$ cat src/rtl/jug_elecul_sch.sv
// jug_elecul_sch: sequential limit scanner with per-channel debounced over-limit
// flags and sticky sample-timeout flags.
// Optional feature: define ELECUL_HYST_EN to add the hyst input, which applies
// release hysteresis to channels whose fault flag is currently set.
module jug_elecul_sch #(
  parameter int CH_NUM  = 8,   // scanned channels, 2..16
  parameter int DEB_NUM = 3,   // consecutive disagreeing samples to toggle a flag, 1..15
  parameter int TMO_NUM = 15   // sample-wait timeout in cycles, 1..255
) (
  input  logic              clk_sys,
  input  logic              rst_sys,
  input  logic              scan_start,
  input  logic              cfg_wr,
  input  logic [3:0]        cfg_addr,
  input  logic [15:0]       cfg_data,
`ifdef ELECUL_HYST_EN
  input  logic [15:0]       hyst,
`endif
  output logic              smp_req,
  output logic [3:0]        smp_ch,
  input  logic              smp_vld,
  input  logic [15:0]       smp_data,
  output logic [CH_NUM-1:0] fault_flag,
  output logic [CH_NUM-1:0] tmo_flag,
  output logic              busy,
  output logic              scan_done,
  output logic              cfg_err
);

  localparam int         CW       = (CH_NUM > 1) ? $clog2(CH_NUM) : 1;
  localparam logic [3:0] LAST_CH  = 4'(CH_NUM - 1);
  localparam logic [7:0] TMO_LAST = 8'(TMO_NUM - 1);
  localparam logic [3:0] DEB_LIM  = 4'(DEB_NUM);

  typedef enum logic [2:0] {
    S_IDLE,
    S_REQ,
    S_CMP,
    S_UPD,
    S_DONE
  } state_e;

  state_e            state_q, state_d;
  logic [3:0]        ch_q, ch_d;          // channel being scanned
  logic [7:0]        wait_q, wait_d;      // cycles spent waiting in REQ
  logic [15:0]       sample_q, sample_d;  // latched sample of current channel
  logic              over_q, over_d;      // registered compare result
  logic              skip_q, skip_d;      // channel timed out: UPD leaves it alone
  logic              cfg_err_q, cfg_err_d;
  logic [CH_NUM-1:0] fault_q, fault_d;
  logic [CH_NUM-1:0] tmo_q, tmo_d;
  logic [3:0]        deb_q   [CH_NUM];
  logic [3:0]        deb_d   [CH_NUM];
  logic [15:0]       limit_q [CH_NUM];
  logic [15:0]       limit_d [CH_NUM];

  logic [CW-1:0]     ch_idx;
  logic [CW-1:0]     cfg_idx;
  logic              cfg_ok;
  logic [3:0]        deb_inc;
  logic [16:0]       cmp_lhs;

  assign ch_idx     = ch_q[CW-1:0];
  assign cfg_idx    = cfg_addr[CW-1:0];
  assign cfg_ok     = ({1'b0, cfg_addr} < 5'(CH_NUM));
  assign smp_ch     = ch_q;
  assign fault_flag = fault_q;
  assign tmo_flag   = tmo_q;
  assign cfg_err    = cfg_err_q;

  // FSM next-state and state-decoded outputs
  always_comb begin
    // NOTE: every variable driven here gets a default first, so no path can
    // leave one unassigned and infer a latch.
    state_d   = state_q;
    smp_req   = 1'b0;
    busy      = 1'b0;
    scan_done = 1'b0;
    case (state_q)
      S_IDLE: begin
        if (scan_start) state_d = S_REQ;
      end
      S_REQ: begin
        smp_req = 1'b1;
        busy    = 1'b1;
        if (smp_vld)                 state_d = S_CMP;
        else if (wait_q == TMO_LAST) state_d = S_UPD;
      end
      S_CMP: begin
        busy    = 1'b1;
        state_d = S_UPD;
      end
      S_UPD: begin
        busy    = 1'b1;
        state_d = (ch_q == LAST_CH) ? S_DONE : S_REQ;
      end
      S_DONE: begin
        scan_done = 1'b1;
        state_d   = S_IDLE;
      end
      default: state_d = S_IDLE;
    endcase
  end

  // Datapath next-state: limit table writes, sample capture, compare, debounce
  always_comb begin
    ch_d      = ch_q;
    wait_d    = wait_q;
    sample_d  = sample_q;
    over_d    = over_q;
    skip_d    = skip_q;
    fault_d   = fault_q;
    tmo_d     = tmo_q;
    deb_d     = deb_q;
    limit_d   = limit_q;
    cfg_err_d = 1'b0;
    deb_inc   = deb_q[ch_idx] + 4'd1;
    cmp_lhs   = {1'b0, sample_q};
`ifdef ELECUL_HYST_EN
    // A set flag only releases once the sample is at least hyst below the limit.
    if (fault_q[ch_idx]) cmp_lhs = {1'b0, sample_q} + {1'b0, hyst};
`endif

    // The table is only writable while idle; anything else is rejected.
    if (cfg_wr) begin
      if (state_q == S_IDLE && cfg_ok) limit_d[cfg_idx] = cfg_data;
      else                             cfg_err_d = 1'b1;
    end

    case (state_q)
      S_IDLE: begin
        if (scan_start) begin
          ch_d   = '0;
          wait_d = '0;
        end
      end
      S_REQ: begin
        if (smp_vld) begin
          sample_d      = smp_data;
          skip_d        = 1'b0;
          tmo_d[ch_idx] = 1'b0;
        end else if (wait_q == TMO_LAST) begin
          skip_d        = 1'b1;
          tmo_d[ch_idx] = 1'b1;
        end else begin
          wait_d = wait_q + 8'd1;
        end
      end
      S_CMP: begin
        over_d = (cmp_lhs > {1'b0, limit_q[ch_idx]});
      end
      S_UPD: begin
        if (!skip_q) begin
          if (over_q != fault_q[ch_idx]) begin
            if (deb_inc == DEB_LIM) begin
              fault_d[ch_idx] = ~fault_q[ch_idx];
              deb_d[ch_idx]   = '0;
            end else begin
              deb_d[ch_idx] = deb_inc;
            end
          end else begin
            deb_d[ch_idx] = '0;
          end
        end
        if (ch_q != LAST_CH) begin
          ch_d   = ch_q + 4'd1;
          wait_d = '0;
        end
      end
      default: ;
    endcase
  end

  // State and datapath registers with synchronous reset
  always_ff @(posedge clk_sys) begin
    // NOTE: sequential state uses non-blocking assignments so every register
    // samples the pre-edge values regardless of statement order.
    if (rst_sys) begin
      state_q   <= S_IDLE;
      ch_q      <= '0;
      wait_q    <= '0;
      sample_q  <= '0;
      over_q    <= 1'b0;
      skip_q    <= 1'b0;
      cfg_err_q <= 1'b0;
      fault_q   <= '0;
      tmo_q     <= '0;
      // NOTE: the limit table is built from flops and is reset on purpose: its
      // all-ones value means "never over", so a fresh scan cannot raise faults.
      for (int i = 0; i < CH_NUM; i++) begin
        deb_q[i]   <= '0;
        limit_q[i] <= 16'hFFFF;
      end
    end else begin
      state_q   <= state_d;
      ch_q      <= ch_d;
      wait_q    <= wait_d;
      sample_q  <= sample_d;
      over_q    <= over_d;
      skip_q    <= skip_d;
      cfg_err_q <= cfg_err_d;
      fault_q   <= fault_d;
      tmo_q     <= tmo_d;
      deb_q     <= deb_d;
      limit_q   <= limit_d;
    end
  end

endmodule

$ cat config.mk
export PLATFORM = sky130hd
export DESIGN_NAME = jug_elecul_sch
export DESIGN_NICKNAME = d
export VERILOG_FILES = /design/src/rtl/jug_elecul_sch.sv
export SDC_FILE = /design/constraint.sdc
export NUM_CORES = 1
export LEC_CHECK = 0
export ABC_AREA = 0
export BUFFER_PORTS_ARGS = -buffer_cell sky130_fd_sc_hd__buf_2
export CAP_MARGIN = 20
export CORE_ASPECT_RATIO = 1.1
export CORE_MARGIN = 2
export CORE_UTILIZATION = 54
export DETAILED_ROUTE_END_ITERATION = 10
export PLACE_DENSITY = 0.75
export SLEW_MARGIN = 20
export SYNTH_ARGS = -nofsm -noshare
export SYNTH_HDL_FRONTEND = slang
export SYNTH_SLANG_ARGS = --single-unit
$ cat constraint.sdc
create_clock -name clk_sys -period 3.2 [get_ports clk_sys]
set_input_delay 0.48 -clock clk_sys [delete_from_list [all_inputs] [get_ports clk_sys]]
set_output_delay 0.48 -clock clk_sys [all_outputs]
set_load 0.03 [all_outputs]
Word-level counts from Yosys, hierarchy flattened

Index checks and enable logic that the tools add are counted.

Flip-flop bits (word level): 210
Input bits: 41
Logic and storage cells: 118

Mux-type cells: 40
Bitwise gates (word level): 10
Add/subtract/negate cells: 3
Reductions and logical operators: 18
Order comparisons: 8
Equality and inequality tests: 14

Operators with widths:

| operator                                                               | number |
|---|---|
| 128-bit bitwise mux                                                    | 1 |
| 32-bit two-way mux                                                     | 2 |
| 16-bit binary-select mux with 3-bit select                             | 1 |
| 16-bit demux with 3-bit select                                         | 1 |
| 16-bit two-way mux                                                     | 3 |
| 8-bit two-way mux                                                      | 6 |
| 32-bit AND                                                             | 1 |
| 32-bit bitwise mux                                                     | 1 |
| 32-bit NOT                                                             | 1 |
| 8-bit one-hot mux with 3 select lines                                  | 1 |
| 4-bit two-way mux                                                      | 5 |
| 16-bit greater-than comparator                                         | 1 |
| 4-bit binary-select mux with 3-bit select                              | 1 |
| 4-bit demux with 3-bit select                                          | 1 |
| 3-bit two-way mux                                                      | 4 |
| 3-bit one-hot mux with 4 select lines                                  | 1 |
| 2-bit AND reduction                                                    | 5 |
| 4-bit by 1-bit adder with 4-bit output (second input constant)         | 2 |
| 8-bit by 1-bit adder with 8-bit output (second input constant)         | 1 |
| 8-bit AND                                                              | 1 |
| 8-bit bitwise mux                                                      | 1 |
| 8-bit by 4-bit equality test with 1-bit output (second input constant) | 1 |
| 4-bit greater-or-equal comparator (second input constant)              | 2 |
| 4-bit by 1-bit < comparator with 1-bit output (second input constant)  | 2 |
| other kinds (29)                                                       | 47 |

Longest topological paths before layout

Depth in word-level cells: 9
Mapped depth: 14
Gate-level depth less buffers: 11

Worst setup path before layout

Ideal clock, no wire load.

Kind: register to register
From: register ch_q[2], in the netlist smp_ch[2]
To: register over_q
Arrival time: 3,337 ps
Setup slack: -270 ps
Stages on the path, launching flop included: 15
Data required time: 3,066 ps
Clock period less this slack: 3,470 ps
Path through: dfxtp_1 > buf_4 > clkbuf_1 > nor3b_1 > clkbuf_1 > a22o_1 > a221oi_1 > and3_1 > ha_1 > a21o_1 > a21o_1 > a21o_1 > a21o_1 > a2111oi_0 > o22ai_1

Cells in the longest elaborated chain, start to end: 5

RTL lines:

| what                                                  | RTL line | text |
|---|---|---|
| start: declaration                                    | 44       | `logic [3:0] ch_q, ch_d;` |
| start signal: assignment                              | 196      | `ch_q <= ch_d;` |
| 3-bit NOT with 4-bit output (not written as such)     | 150      | `over_d = (cmp_lhs > {1'b0, limit_q[ch_idx]});` |
| 16-bit binary-select mux with 3-bit select            | 150      |  |
| 16-bit two-way mux (not written as such) (2 in a row) | 150      |  |
| 16-bit greater-than comparator                        | 150      |  |
| end signal: assignment                                | 199      | `over_q <= over_d;` |
| end: declaration                                      | 47       | `logic over_q, over_d;` |

No other way between the ends. The select of a mux whose other input is x is not followed.
A chain may end at the register's enable or synchronous reset.

Final worst setup path

From: register ch_q[1], in the netlist smp_ch[1]
To: register over_q

Same word-level chain as after synthesis.

==> qor.txt <==
DIE WIDTH: 129 um
port bufs: 64
max cap viols: 0
register area share after synthesis: 0.456
1st-pass router iterations: 6
Setup Buffers After CTS: 0
DR vias/cell: 6.03
YS warnings: 0
most used cell along the critical path: and3_1
share of layout cells above drive strength 1: 0.165
Unique masters post-synth: 55
commonest cells after routing, fill and taps aside: 256 x nand2_1, 207 x dfxtp_1, 94 x nand3_1, 69 x mux2i_1, 64 x buf_2
# IOs: 65
Buffers & Inverters on Critical Path: 2
Max FO, Critical Path: 8
register-to-register setup slack: 0.21 ns
commonest non-fill, non-tap cell in the layout: nand2_1
CTS Hold Buffers Added: 0
kind of critical path: reg -> reg
clock sinks: 210
Worst Reg-to-Reg Cells: 12
Synth async-reset ratio: 0
row cnt: 50
core box area: 16900 um2
Max transition margin: 0.504
actual slew at the worst max-slew pin: 0.734 ns
syn_nets: 1121
Most used DFF post-synth: dfxtp_1
Final Wtd Congestion: 0.884
CTS tree: done
Syn Inst Count: 1059
number of synthesized register bits: 210
drt drc: 0
Worst Hold Class: in -> reg
Post-DP HPWL: 17.0 mm
CP max stage cell: dfxtp_2
Max Freq: 335 MHz
internal power: 4200 uW
Sw Ratio: 0.234
Initial Util: 0.545
WHS: 0.208 ns
GRT Overall Usage: 0.277
CTS Buf Count: 22
PD cells: 514 nW/um2
status: complete, no violations
pin count of the biggest net entering global routing: 59
Worst VDD drop: 417 uV
Worst Setup SP: smp_ch[1]$_SDFFE_PP0P_
NetSw: 1290 uW
launch point of the worst reg-to-reg path: smp_ch[1]$_SDFFE_PP0P_
Clock Latency Late Sink: 0.51 ns
clk_skew: 0.0205 ns
data arrival time of the worst path: 3.36 ns
WL/cell: 18.7 um
die area: 18100 um2
final hold vios: 0
worst setup path endpoint: over_q$_SDFFE_PP0N_
Final Non-Filler Cells: 1337
Total Wirelength: 25.0 mm
clock-pin slew on the worst setup and hold paths: 0.06 ns
Crit Reg-Reg Endpoint: over_q$_SDFFE_PP0N_
Initial DRC Count: 643
Worst Path Required: 3.57 ns
Final nets: 1176
CP Launch Type: flop
Final ANT Viol Nets: 0
Avg Inst Size Synth: 8.70 um2
max-slew violation count: 0
crit-path max cell delay: 0.41 ns
CTS root buffer: clkbuf_16
Clk pwr share: 0.453
count of final setup violators: 0
Comb pwr share: 0.059
Placed Cells: 1298
clk buf depth: 3
htree depth: 1
first-pass GRT wire length: 40.2 mm
Largest delay share family, worst path: compound AO/OA/AOI/OAI gates
sequential share of power: 0.489
initial antenna violation count: 1
critical path depth: 12
Ant. Diodes: 0
global route total overflow: 0
hold depth: 3
Final min period: 2.99 ns
area growth from synthesis to layout: 16.0%
worst path cell trace: inv_1 -> and3_1 -> buf_4 -> a221oi_1 -> and3_1 -> ha_1 -> a21o_1 -> nand2_1 -> a31oi_1 -> o31a_1 -> a2111oi_2 -> o22ai_1
critical path endpoint category: flop
die outline height: 141 um
DR vias: 8066
Final Cycle Share: 0.934
vias in the first global route: 7569
number of flops mapped to enable cells by yosys: 0
synthesized area: 9210 um2
P_leak: 0.00431 uW
through the flow:
stage	area, um2	util	setup TNS, ns	worst slack, ns	total power [uW]
after floorplan	9220	-	0	0.0278	2940
after global placement	9970	0.590	0	0.338	3050
after detailed placement	9970	0.590	0	0.227	3050
after CTS	10700	0.632	0	0.200	5520
after global routing	10700	0.633	-0.00281	-0.00281	5670
final	10700	0.633	0	0.212	5490
what timing repair did:
action / in CTS / in global routing
setup endpoints to repair: 0 / 2
gates resized for setup: 0 / 2
hold endpoints to repair: 0 / 0
worst min-delay path, cell delays in order:
cell and delay [ns]:
buf_2 0.09, nand2_1 0.04, a21oi_1 0.05
area by class of cell:
type                    instances  area (um2)
clock buffers                  27         609
multi-input cells             744        4630
repair buffers                120         816
flip-flops and latches        210        4210
fillers                      1441        6210
inverters                      16        62.6
clock inverters                12        98.8
well taps                     208         260
power groups by stage:
stage          logic [uW]  clock network, uW  registers, uW
2_1_floorplan         213                  0           2730
3_3_place_gp          311                  0           2740
3_5_place_dp          316                  0           2740
4_1_cts               318               2520           2680
5_1_grt               352               2640           2680
6_report              322               2490           2680
worst min-delay path by stage:
stage	start	end	slack [ns]
floorplan	deb_q[10]$_SDFFE_PP0P_	deb_q[10]$_SDFFE_PP0P_	0.43
global placement	deb_q[6]$_SDFFE_PP0P_	deb_q[6]$_SDFFE_PP0P_	0.44
detailed placement	deb_q[26]$_SDFFE_PP0P_	deb_q[26]$_SDFFE_PP0P_	0.45
CTS	smp_data[11]	sample_q[11]$_SDFFE_PP0P_	0.19
global route	smp_data[15]	sample_q[15]$_SDFFE_PP0P_	0.21
finish	smp_data[7]	sample_q[7]$_SDFFE_PP0P_	0.21
flip-flops by register name (all words and copies together), names as in the netlist, 3 cells and up, named ones only:
register,cells
limit_q,128
deb_q,32
sample_q,16
fault_flag,8
wait_q,8
smp_ch,4
state_q,3
kinds of logic after synthesis:
group                    Yosys count  synth area share
buffers and inverters            105            0.0470
adder cells (fa/ha/maj)           21            0.0285
AND/OR/NAND/NOR                  460             0.229
flip-flops                       210             0.456
AO/OA/AOI/OAI                    171             0.127
XOR/XNOR                          12            0.0114
multiplexers                      80             0.101
routing by layer:
metal  global-route usage  vias to the layer above  wire (um)
met3               0.0429                       57       1810
met2                0.432                      325      11400
met4                0.102                        2        687
met1                0.391                     3828      11100
li1                     -                     3854          -
met5                    0                        -         13
Yosys cell counts (4+ instances only):
cell type | instances | share of area
a211oi_1 | 16 | 0.013
a21o_1 | 5 | 0.0041
a21oi_1 | 38 | 0.021
a221oi_1 | 6 | 0.0057
a22o_1 | 6 | 0.0057
a22oi_1 | 54 | 0.044
and3_1 | 12 | 0.0081
and4_1 | 9 | 0.0086
buf_2 | 10 | 0.0054
clkbuf_1 | 72 | 0.029
dfxtp_1 | 210 | 0.46
ha_1 | 21 | 0.029
inv_1 | 16 | 0.0065
mux2i_1 | 69 | 0.075
mux4_1 | 5 | 0.014
nand2_1 | 256 | 0.10
nand3_1 | 94 | 0.051
nand3b_1 | 4 | 0.0033
nand4_1 | 16 | 0.011
nor2_1 | 29 | 0.012
nor3_1 | 12 | 0.0065
nor3b_1 | 4 | 0.0033
nor4_1 | 4 | 0.0027
o21ai_0 | 24 | 0.013
o32ai_1 | 8 | 0.0076
xor2_1 | 9 | 0.0086
No activity file was read; power rests on OpenSTA's default activity.
